--- config.mk ---
export PLATFORM = sky130hd
export DESIGN_NAME = fd_img_loader
export DESIGN_NICKNAME = d
export VERILOG_FILES = /design/src/rtl/fd_pkg.sv /design/src/rtl/fd_sram_wr_stage.sv /design/src/rtl/fd_img_loader.sv
export SDC_FILE = /design/constraint.sdc
export NUM_CORES = 1
export LEC_CHECK = 0
export ABC_AREA = 1
export CAP_MARGIN = 20
export CORE_AREA = 2 2 65 83
export DETAILED_ROUTE_END_ITERATION = 10
export DIE_AREA = 0 0 67 85
export HOLD_SLACK_MARGIN = 0.03
export PLACE_DENSITY = 0.69
export SLEW_MARGIN = 25
export SYNTH_ARGS = -nofsm -noshare
export SYNTH_HDL_FRONTEND = slang
export SYNTH_SLANG_ARGS = --single-unit
export TNS_END_PERCENT = 20
--- constraint.sdc ---
create_clock -name clock -period 5.1 [get_ports clock]
set_input_delay 0.765 -clock clock [delete_from_list [all_inputs] [get_ports clock]]
set_output_delay 0.765 -clock clock [all_outputs]
set_load 0.01 [all_outputs]
--- src/rtl/fd_pkg.sv ---
// Shared definitions for the frame loader: FSM encoding, image geometry
// defaults and the SRAM address width.
package fd_pkg;

    localparam int IMG_W_DEF = 256;
    localparam int IMG_H_DEF = 128;
    localparam int ADDR_W    = 15;

    typedef enum logic [1:0] {
        ST_IDLE  = 2'd0,
        ST_LOAD  = 2'd1,
        ST_FLUSH = 2'd2,
        ST_DONE  = 2'd3
    } state_t;

    // Address of the final pixel of a w x h frame.
    function automatic logic [ADDR_W-1:0] last_index(input int w, input int h);
        return ADDR_W'(w * h - 1);
    endfunction

endpackage

--- src/rtl/fd_sram_wr_stage.sv ---
// One-deep write stage between the loader and the image SRAM. Holds the
// last address/data and raises the write enable for one cycle per accepted
// pixel.
module fd_sram_wr_stage
    import fd_pkg::*;
(
    input  logic              clock,
    input  logic              reset,
    input  logic              wr_en,
    input  logic [ADDR_W-1:0] wr_addr,
    input  logic [7:0]        wr_data,
    output logic [ADDR_W-1:0] sramAddr,
    output logic [7:0]        sramData,
    output logic              sramWren
);

    // Register the accepted pixel; reset discards any pending write at once.
    always_ff @(posedge clock or posedge reset) begin
        if (reset) begin
            sramAddr <= '0;
            sramData <= '0;
            sramWren <= 1'b0;
        end else begin
            sramWren <= wr_en;
            if (wr_en) begin
                sramAddr <= wr_addr;
                sramData <= wr_data;
            end
        end
    end

endmodule

--- src/rtl/fd_img_loader.sv ---
// Streams one frame of pixels from a valid/ready source into the image SRAM
// in raster order, checking the frame length against IMG_W*IMG_H.
//
// state    | meaning
// ---------+---------------------------------------------------------------
// ST_IDLE  | waiting for start; source not accepted
// ST_LOAD  | accepting pixels, one SRAM write per accept (1 cycle later)
// ST_FLUSH | last pending write completes; no more pixels accepted
// ST_DONE  | done pulses if the frame length matched, then back to idle
//
// The SRAM itself and the loader/detector address mux (selected by busy)
// live above this block.
module fd_img_loader
    import fd_pkg::*;
#(
    parameter int IMG_W = IMG_W_DEF,
    parameter int IMG_H = IMG_H_DEF
) (
    input  logic              clock,
    input  logic              reset,
    input  logic              start,
    input  logic              pixValid,
    input  logic [7:0]        pixData,
    input  logic              pixLast,
    output logic              pixReady,
    output logic [ADDR_W-1:0] sramAddr,
    output logic [7:0]        sramData,
    output logic              sramWren,
    output logic              busy,
    output logic              done,
    output logic              frameErr
);

    localparam logic [ADDR_W-1:0] LAST_IDX = last_index(IMG_W, IMG_H);

    state_t            state;
    logic [ADDR_W-1:0] count;
    logic              accept;
    logic              at_last;

    // pixReady is only ever high in ST_LOAD, so it alone qualifies an accept.
    assign accept  = pixValid && pixReady;
    assign at_last = (count == LAST_IDX);

    // Sequencer, pixel counter and all registered status outputs.
    always_ff @(posedge clock or posedge reset) begin
        if (reset) begin
            state    <= ST_IDLE;
            count    <= '0;
            pixReady <= 1'b0;
            busy     <= 1'b0;
            done     <= 1'b0;
            frameErr <= 1'b0;
        end else begin
            done <= 1'b0;
            case (state)
                ST_IDLE: begin
                    if (start) begin
                        state    <= ST_LOAD;
                        count    <= '0;
                        frameErr <= 1'b0;
                        pixReady <= 1'b1;
                        busy     <= 1'b1;
                    end
                end
                ST_LOAD: begin
                    if (accept) begin
                        if (pixLast || at_last) begin
                            // Count is left at the last index so it never wraps.
                            state    <= ST_FLUSH;
                            pixReady <= 1'b0;
                            if (pixLast != at_last) begin
                                frameErr <= 1'b1;
                            end
                        end else begin
                            count <= count + 1'b1;
                        end
                    end
                end
                ST_FLUSH: begin
                    state <= ST_DONE;
                    busy  <= 1'b0;
                    done  <= ~frameErr;
                end
                ST_DONE: begin
                    state <= ST_IDLE;
                end
                default: begin
                    state    <= ST_IDLE;
                    pixReady <= 1'b0;
                    busy     <= 1'b0;
                end
            endcase
        end
    end

    fd_sram_wr_stage u_wr_stage (
        .clock    (clock),
        .reset    (reset),
        .wr_en    (accept),
        .wr_addr  (count),
        .wr_data  (pixData),
        .sramAddr (sramAddr),
        .sramData (sramData),
        .sramWren (sramWren)
    );

endmodule

==> impl_metrics.py, run 1 <==
metrics = {
    "clock_tree": {
        "ctsRootBufferMaster": "clkbuf_8",
        "cts.sinks": 45,
        "cts_hold_buf": 0,
        "cts_setup_buffers": 0,
        "cts_buffer_depth": 2,
        "ctsResizeCount": 0,
        "clk_latency_ns": 0.29,
        "numCtsBuffers": 5,
        "clk_pin_slew_ns": 0.08,
        "htree_levels": 2,
        "cts_tree": "yes",
    },
    "critical_path": {
        "crit_path_end_kind": "flop",
        "required_ns": 5.28,
        "rr_endpoint": "count[6]",
        "r2r_start": "count[1]",
        "worstSetupPathType": "primary input to flop",
        "cp_slowest_cell": "clkinv_1",
        "path_cells": "clkdlybuf4s50_1 > nand2_1 > clkinv_1 > nand2_1 > nand2_1",
        "slowest_delay_ns": 0.72,
        "cpLargestDelayFamily": "buffers and inverters",
        "cp_common_cell": "nand2_1",
        "crit_fanout": 31,
        "cp.arrival_ns": 2.85,
        "reg2reg_depth": 15,
        "timing.critical_path.buf_inv": 2,
        "cp-start-kind": "primary input",
        "rrSetupSlack_ns": 2.89,
    },
    "layout": {
        "synthToLayoutAreaGrowth_pct": 25.9,
        "utilization": 0.546,
        "seqCellArea_sq_um": 1130,
        "nNetsFinal": 322,
        "fillers": 494,
        "finalNonFillerCells": 367,
        "drive_above_1_share": 0.0689,
        "multi_input_area_sq_um": 858,
        "antenna_cells": 0,
    },
    "sta": {
        "maxSlewViolCount": 0,
        "slew_headroom": 0.389,
        "whs_ns": 0.466,
        "min_period_over_period": 0.523,
        "finClkSkew_ns": 0.00302,
        "hold_violations": 0,
        "timing.fmax_mhz": 375,
        "rsz0062_at_grt": "false",
        "finalCriticalPeriod_ns": 2.67,
        "tns_ns": 0,
        "tightestPinTransition_ns": 0.914,
        "setup_viol": 0,
    },
    "drt": {
        "vias_per_cell": 4.78,
        "drc": 0,
        "vias": 1753,
        "drtPass1Iterations": 4,
        "wl_mm": 4.09,
        "drtAntennaViolNets": 0,
        "first_iter_violations": 130,
        "wire_per_inst_microns": 11.1,
    },
    "die": {
        "dieArea_sq_um": 5700,
        "core_sq_um": 4930,
        "die_x_microns": 67,
        "start_util": 0.434,
        "design.portCount": 41,
        "row_count": 29,
        "die_y_microns": 85,
    },
    "synth": {
        "synth_top_area_share": 0.526,
        "yosys_warnings": 0,
        "synth_flop_cell": "dfrtp_1",
        "syn_inst": 265,
        "synth-compound-area-share": 0.0690,
        "synth_area_leaders": "dfrtp_1 (53%), nand2_1 (19%), nor2_1 (5.1%)",
        "synth_top_family_by_area": "simple AND/OR/NAND/NOR gates",
        "ys_ff_latch": 45,
        "synthXorXnorAreaFrac": 0,
        "seq_area_frac_synth": 0.526,
        "ys_async_sr_fraction": 1.00,
        "synthMuxAreaShare": 0,
        "syn_nets": 283,
        "syn_area_sq_um": 2140,
        "synth_top_area_cell": "dfrtp_1",
        "avgSynthCellArea_sq_um": 8.07,
        "yosysUniqueCellTypes": 20,
        "synth-edff-count": 0,
        "synthAdderAreaFrac": 0.0292,
        "synthSimpleGateAreaFrac": 0.303,
    },
    "hold_path": {
        "min_from": "frameErr",
        "holdPathEnd": "done",
        "worstHoldPathType": "flop to flop",
        "min_path_cells": 1,
    },
    "grt": {
        "grt_use_met3": 0.0438,
        "grt_max_degree": 46,
        "grt_use_total": 0.157,
        "met1_usage": 0.197,
        "grt.busiest_layer": "met2",
        "grt_pass1_wl_mm": 7.00,
        "grt_pass1_vias": 1605,
        "antenna_found_initial": 0,
        "overflow": 0,
        "grt_use_met2": 0.252,
    },
    "placed_design": {
        "hpwl_mm": 2.82,
        "dp_cells": 359,
        "portBuffers": 40,
        "routabilityCongestion": 0.817,
    },
    "power": {
        "p_per_area_nw_per_um2": 470,
        "irDropWorstVdd_mv": 0.366,
        "power.leakage_nw": 1.36,
    },
    "outcome": {
        "outcome": "complete, no violations",
    },
    "run": {
        "cap_violations": 0,
    },
}
[layout by cell type, fill, tap and decap left out, drive strengths merged]
cell	Yosys	routed
clkdlybuf4s50	0	40
a21oi	11	11
o2111ai	2	2
nor2	32	32
nand2	111	111
bufinv	0	2
ha	5	5
nand3	12	12
inv	24	23
clkinv	1	3
nand4	2	2
clkbuf	0	5
o21ai	12	12
dfrtp	45	45
[synth_stat cells (3+ instances only)]
master and number:
nor2_1 29, dfrtp_1 45, buf_6 3, a21oi_1 7
ha_1 5, nand3_1 12, inv_1 22, o21ai_0 12
a21oi_2 4, buf_2 5, nand2_1 108
[sequential cells by signal, indices dropped and copies added (netlist names)]
name	cells
busy	1
count	15
done	1
frameErr	1
pixReady	1
state	2
u_wr_stage.sramAddr	15
u_wr_stage.sramData	8
u_wr_stage.sramWren	1
[layer usage]
metal | wire [microns] | part of all wire | vias to the layer above
met4 | 75 | 0.018 | 0
met1 | 1880 | 0.46 | 819
met3 | 175 | 0.043 | 6
met2 | 1960 | 0.48 | 30
li1 | - | - | 898
met5 | 0 | 0 | -
[power breakdown]
part           internal [mW]  leakage [nW]  switching [mW]
Combinational          0.199         0.689           0.282
Sequential             0.431         0.604          0.0397
Clock                  0.195        0.0681           0.120
Total                  0.825          1.36           0.442
[cell families after synthesis]
| group | Yosys count |
|---|---|
| compound gates | 25 |
| flops | 45 |
| fa+ha+maj | 5 |
| buf+inv | 33 |
| simple gates | 157 |
[metrics by stage]
stage,setup WS [ns],area (sq um),power [mW]
6_report,2.43,2690,1.27
3_5_place_dp,2.05,2560,0.964
2_1_floorplan,3.20,2140,0.816
4_1_cts,2.40,2690,1.28
3_3_place_gp,2.12,2560,0.951
5_1_grt,2.25,2690,1.36
[area by class of cell]
type | instances | share of cell area
sequential | 45 | 0.418
clock buffer | 5 | 0.0255
clock inverter | 3 | 0.0242
inverter | 25 | 0.0362
tap | 62 | 0.0288
multi-input combinational | 187 | 0.319
timing repair buffer | 40 | 0.149
[worst register-to-register path: cells and delay by family (launching register included)]
family                     cells  cell delay (ns)
and+or+nand+nor               11             1.22
adders and majority gates      2             0.41
DFF                            1             0.41
buffers and inverters          2             0.12
[worst max path at each step]
stage | start | cells after the start | to | slack, ns
floorplan | count[1] | 14 | count[9] | 3.20
global placement | pixValid | 5 | u_wr_stage.sramAddr[13] | 2.12
detailed placement | pixValid | 5 | u_wr_stage.sramAddr[12] | 2.05
CTS | pixValid | 5 | u_wr_stage.sramAddr[12] | 2.40
global route | pixValid | 5 | u_wr_stage.sramAddr[9] | 2.25
finish | pixValid | 5 | u_wr_stage.sramAddr[12] | 2.43
Note: power is estimated with default switching activity, not from simulation.
==> inputs of run 2 (changes only) <==
clock period = 2.7 ns   (was 5.1 ns; I/O delays follow)
==> impl_metrics.py, run 2 (synthesized netlist as in run 1, its figures left out) <==
metrics = {
    "drt": {
        "drtAntennaViolNets": 0,
        "vias": 1711,
        "wire_per_inst_microns": 11.1,
        "drtPass1Iterations": 4,
        "drc": 0,
        "vias_per_cell": 4.65,
        "wl_mm": 4.07,
        "first_iter_violations": 115,
    },
    "sta": {
        "finalCriticalPeriod_ns": 2.16,
        "hold_violations": 0,
        "whs_ns": 0.463,
        "maxSlewViolCount": 0,
        "setup_viol": 0,
        "tns_ns": 0,
        "fin_ws_ns": 0.536,
        "finClkSkew_ns": 0.00680,
        "min_period_over_period": 0.802,
        "tightestPinTransition_ns": 0.746,
        "rsz0062_at_grt": "false",
        "timing.fmax_mhz": 462,
        "slew_headroom": 0.502,
    },
    "placed_design": {
        "pre_cts_ws_ns": 0.537,
        "dp_cells": 360,
        "portBuffers": 40,
        "hpwl_mm": 2.88,
        "postPlaceCellArea_sq_um": 2570,
        "routabilityCongestion": 0.823,
    },
    "critical_path": {
        "crit_fanout": 27,
        "crit_path_end_kind": "flop",
        "timing.critical_path.buf_inv": 2,
        "cp.arrival_ns": 2.40,
        "path_cells": "ha_1 > inv_1 > nor2_2 > nand2_1 > nor2_2 > nand4_1 > ha_1 > inv_1 > nand2_1 > nand2_4 > nor2_8 > nand2_1 > nand2_1 > nand2_1 > nor2_1",
        "worstSetupPathType": "flop to flop",
        "cp_slowest_cell": "dfrtp_1",
        "required_ns": 2.93,
        "cp-start-kind": "flop",
        "cp_common_cell": "nand2_1",
        "cpLargestDelayFamily": "simple AND/OR/NAND/NOR gates",
        "slowest_delay_ns": 0.40,
    },
    "layout": {
        "layout_common_cells": "nand2_1 (108), dfrtp_1 (45), clkdlybuf4s50_1 (40)",
        "layout_commonest_cell": "nand2_1",
        "antenna_cells": 0,
        "fillers": 486,
        "synthToLayoutAreaGrowth_pct": 25.4,
        "nNetsFinal": 323,
        "drive_above_1_share": 0.0686,
        "utilization": 0.544,
        "largestRegisters": "count (15), u_wr_stage.sramAddr (15), u_wr_stage.sramData (8)",
        "stdcell_area_sq_um": 2680,
        "finalNonFillerCells": 368,
    },
    "grt": {
        "grt_pass1_wl_mm": 7.02,
        "antenna_found_initial": 0,
        "overflow": 0,
        "grt_use_total": 0.160,
        "grt_pass1_vias": 1610,
        "grt_max_degree": 46,
    },
    "run": {
        "cap_violations": 0,
    },
    "clock_tree": {
        "ctsResizeCount": 0,
        "clk_pin_slew_ns": 0.09,
        "cts_setup_buffers": 0,
        "ctsRootBufferMaster": "clkbuf_8",
        "cts_hold_buf": 0,
        "cts.sinks": 45,
        "numCtsBuffers": 5,
        "cts_tree": "yes",
        "cts_buffer_depth": 2,
        "htree_levels": 2,
        "clk_latency_ns": 0.30,
    },
    "power": {
        "p_int_mw": 1.50,
        "swShare": 0.356,
        "power.leakage_nw": 1.36,
        "finalPower_mw": 2.32,
        "irDropWorstVdd_mv": 0.771,
        "pwr-share-comb": 0.390,
        "power_frac_seq": 0.383,
        "pwr-share-clk": 0.227,
        "p_per_area_nw_per_um2": 866,
        "p_sw_mw": 0.827,
    },
    "die": {
        "die_x_microns": 67,
        "die_y_microns": 85,
        "core_sq_um": 4930,
        "dieArea_sq_um": 5700,
        "row_count": 29,
        "design.portCount": 41,
        "start_util": 0.434,
    },
    "hold_path": {
        "worstHoldPathType": "flop to flop",
    },
    "outcome": {
        "outcome": "complete, no violations",
    },
}
==> run 2: cell count changes in the layout (fill, tap and decap cells not counted) <==
cell,change
buf_4,+1
bufinv_16,-1
clkbuf_1,+1
clkbuf_8,+1
clkinv_2,-1
==> run 2: area by class of cell <==
| class | count | area, sq um | share of cell area |
|---|---|---|---|
| timing repair buffer | 41 | 408 | 0.152 |
| tap | 62 | 77.6 | 0.0289 |
| multi-input combinational | 187 | 858 | 0.320 |
| inverter | 25 | 97.6 | 0.0364 |
| clock inverter | 1 | 30.0 | 0.0112 |
| sequential | 45 | 1130 | 0.420 |
| clock buffer | 7 | 86.3 | 0.0322 |
==> run 2: power by group through the flow <==
stage	logic, mW	clock network, mW	registers (mW)
after floorplan	0.592	0	0.950
after global placement	0.904	0	0.902
after detailed placement	0.920	0	0.904
after CTS	0.922	0.540	0.893
after global routing	1.02	0.567	0.909
final	0.906	0.527	0.890
==> run 2: per-layer routing <==
| layer | GRT usage | share of wire | vias to the layer above |
|---|---|---|---|
| met5 | 0 | 0 | - |
| met4 | 0.0612 | 0.015 | 0 |
| met3 | 0.0411 | 0.040 | 4 |
| met2 | 0.250 | 0.46 | 35 |
| met1 | 0.211 | 0.48 | 773 |
| li1 | - | - | 899 |
==> run 2: path summary, 6_finish.rpt <==
kind	startpoint	endpoint	slack, ns	depth (start not counted)
max	count[0]	count[6]	0.54	15
min	frameErr	done	0.46	1
min reg2reg	frameErr	done	0.46	1
max in group asynchronous	reset	state[0]	1.71	2
max reg2reg	count[0]	count[6]	0.54	15
min in group asynchronous	reset	u_wr_stage.sramData[5]	0.54	2
==> inputs of run 3 (changes only) <==
PLACE_DENSITY = 0.71   (was 0.69)
clock period = 1.8 ns   (was 2.7 ns; I/O delays follow)
==> impl_metrics.py, run 3 (synthesized netlist as in run 1, its figures left out) <==
metrics = {
    "critical_path": {
        "worstSetupPathType": "flop to flop",
        "cp.arrival_ns": 2.11,
        "r2r_start": "count[0]",
        "crit_path_end_kind": "flop",
        "rr_endpoint": "frameErr",
        "reg2reg_depth": 12,
        "rrSetupSlack_ns": -0.12,
        "cp-startpoint": "count[0]",
        "cp-start-kind": "flop",
        "required_ns": 1.98,
        "crit_fanout": 2,
    },
    "sta": {
        "min_period_over_period": 1.07,
        "finClkSkew_ns": 0.00264,
        "rsz0062_at_grt": "true",
        "slew_headroom": 0.685,
        "hold_violations": 0,
        "whs_ns": 0.318,
        "timing.fmax_mhz": 520,
        "setup_viol": 13,
        "tns_ns": -0.905,
        "finalCriticalPeriod_ns": 1.92,
        "fin_ws_ns": -0.122,
        "maxSlewViolCount": 0,
        "tightestPinTransition_ns": 0.471,
    },
    "die": {
        "start_util": 0.434,
        "design.portCount": 41,
        "die_y_microns": 85,
        "die_x_microns": 67,
        "row_count": 29,
        "core_sq_um": 4930,
        "dieArea_sq_um": 5700,
    },
    "grt": {
        "antenna_found_initial": 0,
        "grt_pass1_vias": 1764,
        "overflow": 0,
        "grt_max_degree": 46,
        "grt_pass1_wl_mm": 7.89,
        "grt_use_total": 0.178,
    },
    "layout": {
        "drive_above_1_share": 0.195,
        "stdcell_area_sq_um": 3000,
        "synthToLayoutAreaGrowth_pct": 40.4,
        "largestRegisters": "count (15), u_wr_stage.sramAddr (15), u_wr_stage.sramData (8)",
        "layout_commonest_cell": "nand2_1",
        "nNetsFinal": 351,
        "utilization": 0.609,
        "finalNonFillerCells": 395,
        "layout_common_cells": "nand2_1 (105), dfrtp_1 (45), clkdlybuf4s50_1 (40)",
        "antenna_cells": 0,
    },
    "power": {
        "finalPower_mw": 3.82,
        "p_per_area_nw_per_um2": 1270,
        "power.leakage_nw": 1.52,
        "irDropWorstVdd_mv": 0.838,
    },
    "clock_tree": {
        "clk_pin_slew_ns": 0.08,
        "cts_buffer_depth": 2,
        "cts_hold_buf": 0,
        "clk_latency_ns": 0.29,
        "ctsRootBufferMaster": "clkbuf_8",
        "cts_tree": "yes",
        "numCtsBuffers": 5,
        "htree_levels": 2,
        "cts.sinks": 45,
    },
    "drt": {
        "drc": 0,
        "first_iter_violations": 88,
        "vias": 1874,
        "wire_per_inst_microns": 11.6,
        "drtAntennaViolNets": 0,
        "drtPass1Iterations": 4,
        "wl_mm": 4.59,
        "vias_per_cell": 4.74,
    },
    "placed_design": {
        "routabilityCongestion": 0.889,
        "pre_cts_ws_ns": -0.159,
        "dp_cells": 385,
        "portBuffers": 40,
        "postPlaceCellArea_sq_um": 2850,
        "hpwl_mm": 3.36,
    },
    "run": {
        "cap_violations": 0,
    },
    "outcome": {
        "outcome": "finished with violations",
        "violations": "negative setup slack",
    },
    "hold_path": {
        "worstHoldPathType": "primary input to asynchronous set/reset pin",
    },
}
## run 3: changes by cell type in the layout (fill, tap and decap cells not counted), moves of 3 or more
cell	delta
nand2_1	-3
buf_4	+22
buf_12	+4
a21oi_2	+6
nand2_2	+3
a21oi_1	-7
## run 3: worst max-delay path, stage by stage, from the launching register on
cell	delay, ns
dfrtp_1	0.37
ha_2	0.19
inv_2	0.05
nor2_4	0.09
nand2_2	0.08
nor2_4	0.08
nand4_1	0.09
ha_2	0.20
buf_4	0.14
o21ai_0	0.23
o2111ai_1	0.15
nand2_1	0.09
nand2_1	0.05
## run 3: layout make-up
class	count	area [sq um]
timing repair buffer	69	676
fill	445	1930
multi-input combinational	187	925
inverter	25	96.3
clock buffer	5	68.8
tap	62	77.6
sequential	45	1130
clock inverter	2	35.0
## run 3: what timing repair did
item	CTS	global route
setup buffers	2	1
endpoints found under the setup margin	18	19
pin swaps	6	2
resized for setup	3	5
## run 3: how the worst max path moves through the flow
stage / end
after detailed placement: count[3]
after CTS: count[3]
after global routing: count[3]
final: frameErr
after floorplan: count[8]
after global placement: count[3]
## run 3: where the power goes
part	internal (mW)	switching, mW
registers	1.22	0.113
clock network	0.403	0.318
logic	0.838	0.921
total	2.46	1.35
## run 3: per-layer routing
layer	global-route usage	up-vias	wire, microns
met2	0.306	45	2340
met4	0.0575	0	71
met3	0.0398	9	198
met5	0	-	0
li1	-	951	-
met1	0.217	869	1990
